File: src/rtl/fill_cache_pkg.sv
// Shared types and helpers for the tile cache filler.
package fill_cache_pkg;

  typedef enum logic [1:0] {
    IDLE  = 2'd0,
    PIXEL = 2'd1,
    REQ   = 2'd2,
    DONE  = 2'd3
  } state_e;

  localparam int unsigned COORD_W = 12;
  typedef logic signed [COORD_W-1:0] coord_t;

  function automatic int unsigned pix_per_word(input int unsigned pix_w);
    return 32 / pix_w;
  endfunction

  // Little-endian lane of column c inside its bus word.
  function automatic logic [1:0] lane_idx(input coord_t c, input int unsigned ppw);
    return 2'(32'(unsigned'(c)) % ppw);
  endfunction

endpackage

File: src/rtl/fill_cache_lane_sel.sv
// Word buffer lane mux: picks one pixel out of a 32-bit bus word.
module fill_cache_lane_sel #(
  parameter int unsigned PIX_W = 8
) (
  input  logic [31:0]      word,
  input  logic [1:0]       lane,
  output logic [PIX_W-1:0] pix_c
);

  always_comb pix_c = PIX_W'(word >> (32'(lane) * PIX_W));

endmodule

File: src/rtl/fill_cache_pack.sv
// Tile cache filler: fetches a W x H tile over Wishbone and writes it pixel by pixel.
// Optional bus error handling is enabled with FILL_CACHE_PACK_ERR_EN.
module fill_cache_pack
  import fill_cache_pkg::*;
#(
  parameter int unsigned       IM_WIDTH    = 640,
  parameter int unsigned       IM_HEIGHT   = 480,
  parameter int unsigned       ADDR_SIZE_W = 5,
  parameter int unsigned       ADDR_SIZE_H = 5,
  parameter int unsigned       PIX_W       = 8,
  parameter logic [PIX_W-1:0]  BORDER_VAL  = '0
) (
  input  logic                              clk,
  input  logic                              nRST,
  input  logic signed [10:0]                pixel_c_I,
  input  logic signed [10:0]                pixel_l_I,
  input  logic [ADDR_SIZE_W:0]              cache_w_I,
  input  logic [ADDR_SIZE_H:0]              cache_h_I,
  input  logic [31:0]                       im_addr_I,
  input  logic                              go,
  output logic                              busy,
  output logic                              cache_ready,
  input  logic [31:0]                       p_wb_DAT_I,
  input  logic                              p_wb_ACK_I,
  output logic                              p_wb_STB_O,
  output logic                              p_wb_CYC_O,
  output logic                              p_wb_LOCK_O,
  output logic [3:0]                        p_wb_SEL_O,
  output logic                              p_wb_WE_O,
  output logic [31:0]                       p_wb_ADR_O,
  output logic [PIX_W-1:0]                  pixels_out,
  output logic [ADDR_SIZE_W+ADDR_SIZE_H-1:0] ram_addr,
`ifdef FILL_CACHE_PACK_ERR_EN
  input  logic                              p_wb_ERR_I,
  output logic                              err,
`endif
  output logic                              w_e
);

  localparam int unsigned PPW = pix_per_word(PIX_W);
  localparam int unsigned CW  = ADDR_SIZE_W + 1;
  localparam int unsigned CH  = ADDR_SIZE_H + 1;
  localparam int unsigned AW  = ADDR_SIZE_W + ADDR_SIZE_H;
  localparam logic [CW-1:0] W_MAX = CW'(1 << ADDR_SIZE_W);
  localparam logic [CH-1:0] H_MAX = CH'(1 << ADDR_SIZE_H);

  state_e              state_q, state_d;
  coord_t              org_c_q, org_c_d, org_l_q, org_l_d;
  logic [CW-1:0]       w_q, w_d, cnt_col_q, cnt_col_d;
  logic [CH-1:0]       h_q, h_d, cnt_line_q, cnt_line_d;
  logic [31:0]         base_q, base_d, buf_q, buf_d;
  logic                tag_vld_q, tag_vld_d;
  coord_t              tag_l_q, tag_l_d;
  logic [COORD_W-1:0]  tag_w_q, tag_w_d;
  logic                busy_q, busy_d, ready_q, ready_d, cyc_q, cyc_d, we_q, we_d;
  logic [31:0]         adr_q, adr_d;
  logic [PIX_W-1:0]    pix_q, pix_d;
  logic [AW-1:0]       ram_addr_q, ram_addr_d;
  logic                err_q, err_d;

  coord_t              cur_l, cur_c;
  logic [COORD_W-1:0]  widx;
  logic                in_img, hit;
  logic [PIX_W-1:0]    lane_pix;

  // Current image coordinate and whether the word buffer already holds it.
  always_comb begin
    cur_l  = org_l_q + coord_t'(cnt_line_q);
    cur_c  = org_c_q + coord_t'(cnt_col_q);
    widx   = COORD_W'(32'(unsigned'(cur_c)) / PPW);
    in_img = !cur_l[COORD_W-1] && !cur_c[COORD_W-1] &&
             (cur_l < coord_t'(IM_HEIGHT)) && (cur_c < coord_t'(IM_WIDTH));
    hit    = tag_vld_q && (tag_l_q == cur_l) && (tag_w_q == widx);
  end

  fill_cache_lane_sel #(.PIX_W(PIX_W)) u_lane_sel (
    .word  (buf_q),
    .lane  (lane_idx(cur_c, PPW)),
    .pix_c (lane_pix)
  );

  always_comb begin
    state_d    = state_q;
    org_c_d    = org_c_q;
    org_l_d    = org_l_q;
    w_d        = w_q;
    h_d        = h_q;
    base_d     = base_q;
    cnt_col_d  = cnt_col_q;
    cnt_line_d = cnt_line_q;
    buf_d      = buf_q;
    tag_vld_d  = tag_vld_q;
    tag_l_d    = tag_l_q;
    tag_w_d    = tag_w_q;
    adr_d      = adr_q;
    pix_d      = pix_q;
    ram_addr_d = ram_addr_q;
    err_d      = err_q;
    we_d       = 1'b0;

    case (state_q)
      IDLE: begin
        if (go) begin
          org_c_d    = coord_t'(pixel_c_I);
          org_l_d    = coord_t'(pixel_l_I);
          w_d        = (cache_w_I > W_MAX) ? W_MAX : cache_w_I;
          h_d        = (cache_h_I > H_MAX) ? H_MAX : cache_h_I;
          base_d     = im_addr_I;
          cnt_col_d  = '0;
          cnt_line_d = '0;
          tag_vld_d  = 1'b0;
          err_d      = 1'b0;
          state_d    = (cache_w_I == '0 || cache_h_I == '0) ? DONE : PIXEL;
        end
      end
      PIXEL: begin
        if (!in_img || hit) begin
          we_d       = 1'b1;
          pix_d      = in_img ? lane_pix : BORDER_VAL;
          ram_addr_d = {cnt_line_q[ADDR_SIZE_H-1:0], cnt_col_q[ADDR_SIZE_W-1:0]};
          if (cnt_col_q == w_q - 1'b1) begin
            if (cnt_line_q == h_q - 1'b1) begin
              state_d = DONE;
            end else begin
              cnt_col_d  = '0;
              cnt_line_d = cnt_line_q + 1'b1;
              tag_vld_d  = 1'b0;
            end
          end else begin
            cnt_col_d = cnt_col_q + 1'b1;
          end
        end else begin
          state_d = REQ;
          adr_d   = base_q + (((32'(unsigned'(cur_l)) * IM_WIDTH + 32'(unsigned'(cur_c))) / PPW) << 2);
        end
      end
      REQ: begin
`ifdef FILL_CACHE_PACK_ERR_EN
        if (p_wb_ERR_I) begin
          err_d   = 1'b1;
          state_d = DONE;
        end else
`endif
        if (p_wb_ACK_I) begin
          buf_d     = p_wb_DAT_I;
          tag_vld_d = 1'b1;
          tag_l_d   = cur_l;
          tag_w_d   = widx;
          state_d   = PIXEL;
        end
      end
      DONE: state_d = IDLE;
      default: state_d = IDLE;
    endcase

    // Bus strobes track the next state so a zero-latency ACK lands in the first REQ cycle.
    cyc_d   = (state_d == REQ);
    busy_d  = (state_d != IDLE);
    ready_d = (state_q == DONE);
  end

  always_ff @(posedge clk or negedge nRST) begin
    if (!nRST) begin
      state_q    <= IDLE;
      org_c_q    <= '0;
      org_l_q    <= '0;
      w_q        <= '0;
      h_q        <= '0;
      base_q     <= '0;
      cnt_col_q  <= '0;
      cnt_line_q <= '0;
      buf_q      <= '0;
      tag_vld_q  <= 1'b0;
      tag_l_q    <= '0;
      tag_w_q    <= '0;
      busy_q     <= 1'b0;
      ready_q    <= 1'b0;
      cyc_q      <= 1'b0;
      adr_q      <= '0;
      we_q       <= 1'b0;
      pix_q      <= '0;
      ram_addr_q <= '0;
      err_q      <= 1'b0;
    end else begin
      state_q    <= state_d;
      org_c_q    <= org_c_d;
      org_l_q    <= org_l_d;
      w_q        <= w_d;
      h_q        <= h_d;
      base_q     <= base_d;
      cnt_col_q  <= cnt_col_d;
      cnt_line_q <= cnt_line_d;
      buf_q      <= buf_d;
      tag_vld_q  <= tag_vld_d;
      tag_l_q    <= tag_l_d;
      tag_w_q    <= tag_w_d;
      busy_q     <= busy_d;
      ready_q    <= ready_d;
      cyc_q      <= cyc_d;
      adr_q      <= adr_d;
      we_q       <= we_d;
      pix_q      <= pix_d;
      ram_addr_q <= ram_addr_d;
      err_q      <= err_d;
    end
  end

  assign busy        = busy_q;
  assign cache_ready = ready_q;
  assign p_wb_CYC_O  = cyc_q;
  assign p_wb_STB_O  = cyc_q;
  assign p_wb_ADR_O  = adr_q;
  assign p_wb_LOCK_O = 1'b0;
  assign p_wb_SEL_O  = 4'hF;
  assign p_wb_WE_O   = 1'b0;
  assign pixels_out  = pix_q;
  assign ram_addr    = ram_addr_q;
  assign w_e         = we_q;
`ifdef FILL_CACHE_PACK_ERR_EN
  assign err         = err_q;
`else
  logic unused_err;
  assign unused_err = err_q;
`endif

endmodule

File: config.mk
export PLATFORM = sky130hd
export DESIGN_NAME = fill_cache_pack
export DESIGN_NICKNAME = d
export VERILOG_FILES = /design/src/rtl/fill_cache_pkg.sv /design/src/rtl/fill_cache_lane_sel.sv /design/src/rtl/fill_cache_pack.sv
export SDC_FILE = /design/constraint.sdc
export NUM_CORES = 1
export LEC_CHECK = 0
export CAP_MARGIN = 0
export CORE_UTILIZATION = 40
export DETAILED_ROUTE_END_ITERATION = 6
export PLACE_DENSITY = 0.73
export SLEW_MARGIN = 20
export SYNTH_ARGS = -nofsm -noshare
export SYNTH_HDL_FRONTEND = slang
export SYNTH_SLANG_ARGS = --single-unit
File: constraint.sdc
create_clock -name clk -period 7.6 [get_ports clk]
set_clock_uncertainty 0.15 [all_clocks]
set_input_delay 0.76 -clock clk [delete_from_list [all_inputs] [get_ports clk]]
set_output_delay 0.76 -clock clk [all_outputs]
set_load 0.02 [all_outputs]
# Word level (Yosys, flattened, before mapping)
# Cells that the tools add are included.
# classes
n_addsub	8
mul	1
order_cmp	4
n_eq_ne	14
n_shift	1
n_mux	27
bitwise	1
reduce_logical	23
# op_table
cell	count
6-bit 2-to-1 mux	9
32-bit by 23-bit adder with 32-bit output	1
32-bit by 5-bit >> shifter with 8-bit output	1
11-bit by 7-bit adder with 12-bit output	2
6-bit case mux with 2 select lines	2
22-bit by 12-bit adder with 23-bit output	1
12-bit by 3-bit multiplier with 15-bit output (second input constant)	1
6-bit by 1-bit adder with 6-bit output (second input constant)	2
12-bit == test	1
6-bit == test	2
6-bit > comparator (second input constant)	2
6-bit zero test	2
12-bit by 10-bit < comparator with 1-bit output (second input constant)	1
12-bit by 11-bit < comparator with 1-bit output (second input constant)	1
2-bit 2-to-1 mux	6
6-bit by 1-bit subtractor with 6-bit output (second input constant)	2
10-bit == test	1
2-bit inequality test (second input constant)	5
8-bit 2-to-1 mux	1
2-bit case mux with 4 select lines	1
2-bit AND reduction	4
1-bit 2-to-1 mux	7
2-bit == test (second input constant)	3
6-bit AND reduction	1
12 further kinds	20
# word_totals
regBits	189
in_bits	102
output_inout_bits	61
wordCells	98

# Logic depth before layout (Yosys ltp)
# Gate-level depths: netlist (run 1).
# depth
depth_word	10
mapped_depth	27
mapped_depth_nobuf	27

# Hierarchy
# Synthesis (run 1) repeated with hierarchy kept, for this count alone.
# hier_totals
hier_cells	1203
hier_area_um2	11664.9
# by_module_without_submodules
mod	n_inst	cells_per_inst	area_per_inst_um2	seq_area_each_um2
fill_cache_pack	1	1193	11468.5	4729.5
fill_cache_lane_sel	1	10	196.4	0.0

# Worst setup path after synthesis (run 1)
# Ideal clock, no wire load.
# synth_timing
path_kind	reg2reg
from	register cnt_line_q[0]
to	register adr_q[23], in the netlist p_wb_ADR_O[23]
setup_time_ps	127
arrival_ps	5666
required_ps	7323
path_slack_ps	1657
path_stages_with_launch	24
n_path_buf	0
period_less_slack_ps	5943
path_cell_list	dfrtp_1 > ha_1 > fa_1 > a211oi_2 > nor2_1 > or2_2 > inv_1 > ha_1 > inv_1 > fa_1 > inv_1 > ha_1 > nor2b_1 > o21a_1 > and3_1 > xor2_1 > ha_1 > and3_1 > a221o_1 > a2111oi_0 > o31ai_1 > a21boi_0 > xnor2_1 > mux2_1
# synth_between
elab_cells_between_ends	16
classes_between	3 x add/sub; 1 x mul; 1 x order compare; 1 x eq/ne; 1 x bitwise; 9 x reduce/logical
# synth_lines
item	line_no	rtl
start, declared	fill_cache_pack.sv:50	logic [CH-1:0] h_q, h_d, cnt_line_q, cnt_line_d;
start signal, assigned	fill_cache_pack.sv:192	cnt_line_q <= cnt_line_d;
11-bit by 7-bit adder with 12-bit output *	fill_cache_pack.sv:68	cur_l = org_l_q + coord_t'(cnt_line_q);
net cur_l[4]	fill_cache_pack.sv:61	coord_t cur_l, cur_c;
branches (longest 7 deep; another with 32-bit by 23-bit adder with 32-bit output)	n/a	
end signal, assigned	fill_cache_pack.sv:200	adr_q <= adr_d;
end, declared	fill_cache_pack.sv:56	logic [31:0] adr_q, adr_d;
# Mark *: on every way through the listed nets, which the timed path passes.
# A chain may end at the register's enable or synchronous reset.

# Worst setup path in the final report (run 1)
# Ends and elaborated chain as after synthesis.

==> results of run 1 <==
[worst max-delay path by stage]
stage	to	slack, ns
6_report	p_wb_ADR_O[23]$_DFFE_PN0P_	0.92
5_1_grt	p_wb_ADR_O[23]$_DFFE_PN0P_	0.56
4_1_cts	p_wb_ADR_O[23]$_DFFE_PN0P_	0.95
3_5_place_dp	p_wb_ADR_O[23]$_DFFE_PN0P_	1.03
3_3_place_gp	p_wb_ADR_O[23]$_DFFE_PN0P_	1.05
2_1_floorplan	p_wb_ADR_O[23]$_DFFE_PN0P_	1.66
[logic make-up after synthesis]
logic type / Yosys count / synth area share, %
other cells: 2 / 0.0657
fa+ha+maj: 64 / 7.33
mux: 99 / 10.5
simple gates: 443 / 17.8
buf+inv: 87 / 3.61
xor+xnor: 101 / 7.87
compound gates: 198 / 11.5
flops: 189 / 41.4
[per-stage QoR]
| stage | std cells | setup slack (ns) | power (mW) | util (%) |
|---|---|---|---|---|
| final | 1706 | 0.920 | 7.65 | 49.8 |
| after global routing | 1706 | 0.557 | 8.35 | 49.8 |
| after CTS | 1706 | 0.946 | 7.71 | 49.8 |
| after floorplan | 1188 | 1.66 | 5.46 | - |
| after detailed placement | 1674 | 1.03 | 6.70 | 47.5 |
| after global placement | 1674 | 1.05 | 6.54 | 47.5 |
[power groups by stage]
stage	Sequential, mW	Combinational (mW)	Clock [mW]
6_report	1.79	4.89	0.968
5_1_grt	1.86	5.47	1.03
4_1_cts	1.79	4.94	0.991
3_5_place_dp	1.81	4.90	0
3_3_place_gp	1.79	4.75	0
2_1_floorplan	1.81	3.65	0
[layout by cell type, fill, tap and decap left out, types with 17 or more instances in the layout]
cell type	count
inv_1	31
xnor2_1	73
xor2_1	26
mux2_1	26
nand2_1	241
clkbuf_16	17
a21oi_1	45
ha_1	59
o21ai_0	46
mux2_2	58
clkdlybuf4s50_1	155
nor2_1	60
nand3_1	18
dfrtp_1	189
[registers in the layout, summed over array words and instances (netlist names), 10 cells and up]
| register | cells |
|---|---|
| buf_q | 32 |
| base_q | 32 |
| ram_addr | 10 |
| tag_l_q | 12 |
| tag_w_q | 10 |
| org_l_q | 11 |
| org_c_q | 11 |
| p_wb_ADR_O | 32 |
[area by class of cell]
| class | count | area [um^2] | area share [%] |
|---|---|---|---|
| clock buffers | 17 | 425 | 3.06 |
| well taps | 378 | 473 | 3.40 |
| repair buffers | 163 | 1620 | 11.6 |
| multi-input cells | 912 | 6310 | 45.4 |
| clock inverters | 15 | 228 | 1.64 |
| flip-flops and latches | 189 | 4730 | 34.0 |
| inverters | 32 | 120 | 0.864 |
[per-layer routing]
metal,GRT usage [%],wire [um]
met3,4.88,1570
met2,32.9,13100
met1,23.8,11800
met4,5.24,377
met5,0,0
==> results.sh, run 1 <==
export IMPL_crit_start="cnt_line_q[0]$_DFFE_PN0P_"
export IMPL_antenna_left=0
export IMPL_fin_tns_setup_ns=0
export IMPL_cp_buffers_inverters=2
export IMPL_drive_gt1_share_pct=9.79
export IMPL_synth_area_top_cells="dfrtp_1 41%, nand2_1 7.9%, ha_1 6.5%"
export IMPL_critPathSlowestCell="a2111oi_0"
export IMPL_antenna_found_initial=0
export IMPL_synthesis_area_um2=11400
export IMPL_cp_data_required_time_ns=7.78
export IMPL_cp_top_family="compound AO/OA/AOI/OAI gates"
export IMPL_drt_iter0_markers=522
export IMPL_p_comb_share_pct=63.9
export IMPL_design_area_um2=13900
export IMPL_hpwl_mm=19.7
export IMPL_place_gp_congestion=0.870
export IMPL_cts_path_max_buffers=2
export IMPL_min_path_type="in2async"
export IMPL_cts_hold_buffers=0
export IMPL_path_depth=23
export IMPL_ys_async_sr_fraction_pct=100
export IMPL_slew_headroom_pct=30.7
export IMPL_reg2reg_slack_ns=0.92
export IMPL_grt_max_degree=85
export IMPL_clk_pin_slew_ns=0.09
export IMPL_dieWidth_um=171
export IMPL_p_int_mw=4.15
export IMPL_worst_slew_pin_slew_ns=1.04
export IMPL_wl_per_cell_um=15.7
export IMPL_fillers=2558
export IMPL_drv_cap=0
export IMPL_yosys_register_bits=189
export IMPL_syn2layout_area_growth_pct=21.6
export IMPL_grt_pass1_vias=9032
export IMPL_synth_seq_area_share_pct=41.4
export IMPL_rsz0062_at_grt="false"
export IMPL_crit_path_max_fanout=7
export IMPL_cts_tree="done"
export IMPL_synth_top_area_share_pct=41.4
export IMPL_htree_levels=4
export IMPL_synth_area_leader_cell="dfrtp_1"
export IMPL_setup_violations_final=0
export IMPL_dieHeight_um=171
export IMPL_synth_commonest_cells="242 x nand2_1, 189 x dfrtp_1, 73 x xnor2_1, 60 x nor2_1, 59 x ha_1"
export IMPL_finalHoldWorstSlack_ns=0.193
export IMPL_p_per_area_nw_per_um2=550
export IMPL_power_frac_seq_pct=23.4
export IMPL_start_kind="flip-flop"
export IMPL_clk_insertion_delay_late_ns=0.45
export IMPL_io_pins=163
export IMPL_vias=8906
export IMPL_cts_buffers=17
export IMPL_grt_overflow_total=0
export IMPL_finalCritPeriodShare_pct=87.9
export IMPL_slew_violations=0
export IMPL_cts_sinks=189
export IMPL_reg2reg_depth=23
export IMPL_diodes=0
export IMPL_grt_pass1_wl_mm=44.5
export IMPL_avgSynthCellArea_um2=9.67
export IMPL_p_sw_share_pct=45.8
export IMPL_arrival_ns=6.86
export IMPL_crit_top_cell="ha_1"
export IMPL_core_rowCount=61
export IMPL_ir_worst_vdd_uv=440
export IMPL_status="finished, final reports clean"
export IMPL_die_area_um2=29300
export IMPL_drc=0
export IMPL_cts_setup_buffers=0
export IMPL_ys_flop_type="dfrtp_1"
export IMPL_yosysMostFrequentCell="nand2_1"
export IMPL_nets=1481
export IMPL_cpPeakStageDelay_ns=0.54
export IMPL_drtPass1Iterations=4
export IMPL_power_leakage_nw=6.25
export IMPL_clockRootBuffer="clkbuf_16"
export IMPL_syn_inst=1183
export IMPL_cts_resized=0
export IMPL_switchingPower_mw=3.50
export IMPL_io_buffer_count=156
export IMPL_place_area_um2=13300
export IMPL_wirelength_mm=26.8
export IMPL_core_um2=27900
export IMPL_synth_edff_count=0
export IMPL_max_freq_mhz=150
export IMPL_gr_usage_all_layers_pct=19.2
export IMPL_viasPerCell=5.22
export IMPL_cp_cell_sequence="ha_1 > fa_1 > a211oi_2 > nor2_1 > or2_2 > inv_1 > ha_1 > inv_1 > fa_1 > nor2b_1 > o21ai_0 > a21boi_0 > nor2_1 > and3_1 > xor2_1 > ha_1 > and3_1 > a221o_1 > a2111oi_0 > o31ai_1 > a21boi_0 > xnor2_1 > mux2_1"
export IMPL_start_util_pct=40.9
export IMPL_yosysWarnings=0
export IMPL_r2r_start="cnt_line_q[0]$_DFFE_PN0P_"
export IMPL_period_needed_ns=6.68
export IMPL_endpoint_kind="flip-flop"
export IMPL_clkPwrFrac_pct=12.7
export IMPL_reg2reg_to="p_wb_ADR_O[23]$_DFFE_PN0P_"
export IMPL_hold_viol_final=0
export IMPL_critPathKind="reg2reg"
export IMPL_ys_types=71
Power figures use the tool's default switching activity.
==> run 2, diff against run 1 <==
Settings changed: CAP_MARGIN 0 to 20, CORE_UTILIZATION 40 to 63, DONT_BUFFER_PORTS set to 1, PLACE_DENSITY 0.73 to 0.9.
==> results.sh, run 2 (synthesis results as in run 1) <==
export IMPL_crit_path_max_fanout=7
export IMPL_critPathKind="reg2reg"
export IMPL_wl_per_cell_um=18.7
export IMPL_cpPeakStageDelay_ns=0.59
export IMPL_critPathSlowestCell="a2111oi_0"
export IMPL_fillers=1264
export IMPL_syn2layout_area_growth_pct=6.41
export IMPL_place_gp_congestion=0.913
export IMPL_antenna_found_initial=0
export IMPL_drv_cap=0
export IMPL_status="finished, final reports clean"
export IMPL_io_pins=163
export IMPL_arrival_ns=6.94
export IMPL_period_needed_ns=6.75
export IMPL_slew_violations=0
export IMPL_drtPass1Iterations=5
export IMPL_cts_buffers=17
export IMPL_rsz0062_at_grt="false"
export IMPL_fin_tns_setup_ns=0
export IMPL_grt_max_degree=190
export IMPL_htree_levels=4
export IMPL_hpwl_mm=18.0
export IMPL_drive_gt1_share_pct=10.9
export IMPL_wirelength_mm=26.0
export IMPL_grt_pass1_vias=8734
export IMPL_viasPerCell=6.24
export IMPL_clk_insertion_delay_late_ns=0.46
export IMPL_r2r_start="cnt_line_q[0]$_DFFE_PN0P_"
export IMPL_dieHeight_um=137
export IMPL_vias=8713
export IMPL_cp_data_required_time_ns=7.79
export IMPL_nets=1324
export IMPL_io_buffer_count=0
export IMPL_clockRootBuffer="clkbuf_16"
export IMPL_cts_tree="done"
export IMPL_drc=0
export IMPL_cp_top_family="compound AO/OA/AOI/OAI gates"
export IMPL_drt_iter0_markers=677
export IMPL_multiInputGateArea_um2=6310
export IMPL_core_um2=17500
export IMPL_crit_start="cnt_line_q[0]$_DFFE_PN0P_"
export IMPL_reg2reg_to="p_wb_ADR_O[23]$_DFFE_PN0P_"
export IMPL_diodes=0
export IMPL_start_kind="flip-flop"
export IMPL_final_cell_mix="241 x nand2_1, 189 x dfrtp_1, 73 x xnor2_1"
export IMPL_endpoint_kind="flip-flop"
export IMPL_core_rowCount=48
export IMPL_min_path_type="in2async"
export IMPL_cts_hold_buffers=1
export IMPL_max_freq_mhz=148
export IMPL_cts_setup_buffers=0
export IMPL_reg2reg_depth=23
export IMPL_final_common_cell="nand2_1"
export IMPL_setup_violations_final=0
export IMPL_grt_overflow_total=0
export IMPL_start_util_pct=65.2
export IMPL_cp_cell_sequence="ha_1 > fa_1 > a211oi_2 > nor2_1 > or2_2 > inv_1 > ha_1 > inv_1 > fa_1 > nor2b_1 > o21ai_0 > a21boi_0 > nor2_1 > and3_1 > xor2_1 > ha_1 > and3_1 > a221o_1 > a2111oi_0 > o31ai_1 > a21boi_0 > xnor2_1 > mux2_1"
export IMPL_crit_top_cell="ha_1"
export IMPL_cts_resized=0
export IMPL_finalCritPeriodShare_pct=88.8
export IMPL_dieWidth_um=137
export IMPL_regArea_um2=4730
export IMPL_die_area_um2=18700
export IMPL_worst_slew_pin_slew_ns=0.934
export IMPL_reg2reg_slack_ns=0.85
export IMPL_clk_pin_slew_ns=0.08
export IMPL_grt_pass1_wl_mm=42.7
export IMPL_hold_viol_final=0
export IMPL_slew_headroom_pct=37.7
export IMPL_gr_usage_all_layers_pct=29.5
export IMPL_cts_sinks=189
export IMPL_cts_path_max_buffers=2
export IMPL_antenna_left=0
export IMPL_cp_buffers_inverters=2
-- run 2: metrics by stage --
step / std cells / utilization [%] / hold WS, ns / cell area, um^2 / setup WS (ns)
floorplan: 1188 / - / 0.292 / 11500 / 1.66
global placement: 1363 / 65.5 / 0.304 / 11500 / 1.18
detailed placement: 1363 / 65.5 / 0.321 / 11500 / 0.998
CTS: 1396 / 69.4 / 0.248 / 12200 / 0.943
global route: 1396 / 69.4 / 0.245 / 12200 / 0.574
finish: 1396 / 69.4 / 0.224 / 12200 / 0.850
-- run 2: final cells by class --
class	instances	share of cell area (%)
repair buffers	6	0.535
multi-input cells	912	51.9
clock inverters	15	1.90
inverters	32	0.987
clock buffers	17	3.50
well taps	225	2.31
flip-flops and latches	189	38.9
-- run 2: worst register-to-register path, delay by kind of cell, from the launching register on --
kind            cells  cell delay, ns
compound gates      7            2.37
xor+xnor            2            0.28
fa+ha+maj           5            1.65
buf+inv             2            0.16
flops               1            0.47
mux                 1            0.29
simple gates        6            1.25
-- run 2: how the worst max path moves through the flow --
stage	end	slack, ns	cells past startpoint
after floorplan	p_wb_ADR_O[23]$_DFFE_PN0P_	1.66	23
after global placement	p_wb_ADR_O[23]$_DFFE_PN0P_	1.18	23
after detailed placement	p_wb_ADR_O[23]$_DFFE_PN0P_	1.0	23
after CTS	p_wb_ADR_O[23]$_DFFE_PN0P_	0.94	23
after global routing	p_wb_ADR_O[23]$_DFFE_PN0P_	0.57	24
final	p_wb_ADR_O[23]$_DFFE_PN0P_	0.85	23
-- run 2: layer usage --
layer | routed length [um] | up-vias | GRT usage [%]
met2 | 12700 | 356 | 49.2
met1 | 10600 | 4241 | 37.1
li1 | - | 4052 | -
met3 | 2090 | 64 | 7.33
met4 | 720 | 0 | 11.0
met5 | 0 | - | 0
Power of run 2 is not shown: default switching activity piles up to over one toggle a cycle in this logic, so the estimate is an artifact.
==> run 3, diff against run 2 <==
Settings changed: CAP_MARGIN 20 to not set.
==> results of run 3 <==
Final layout, timing and power as in run 2 (identical DEF).
Power of run 3 is left out for the same reason.
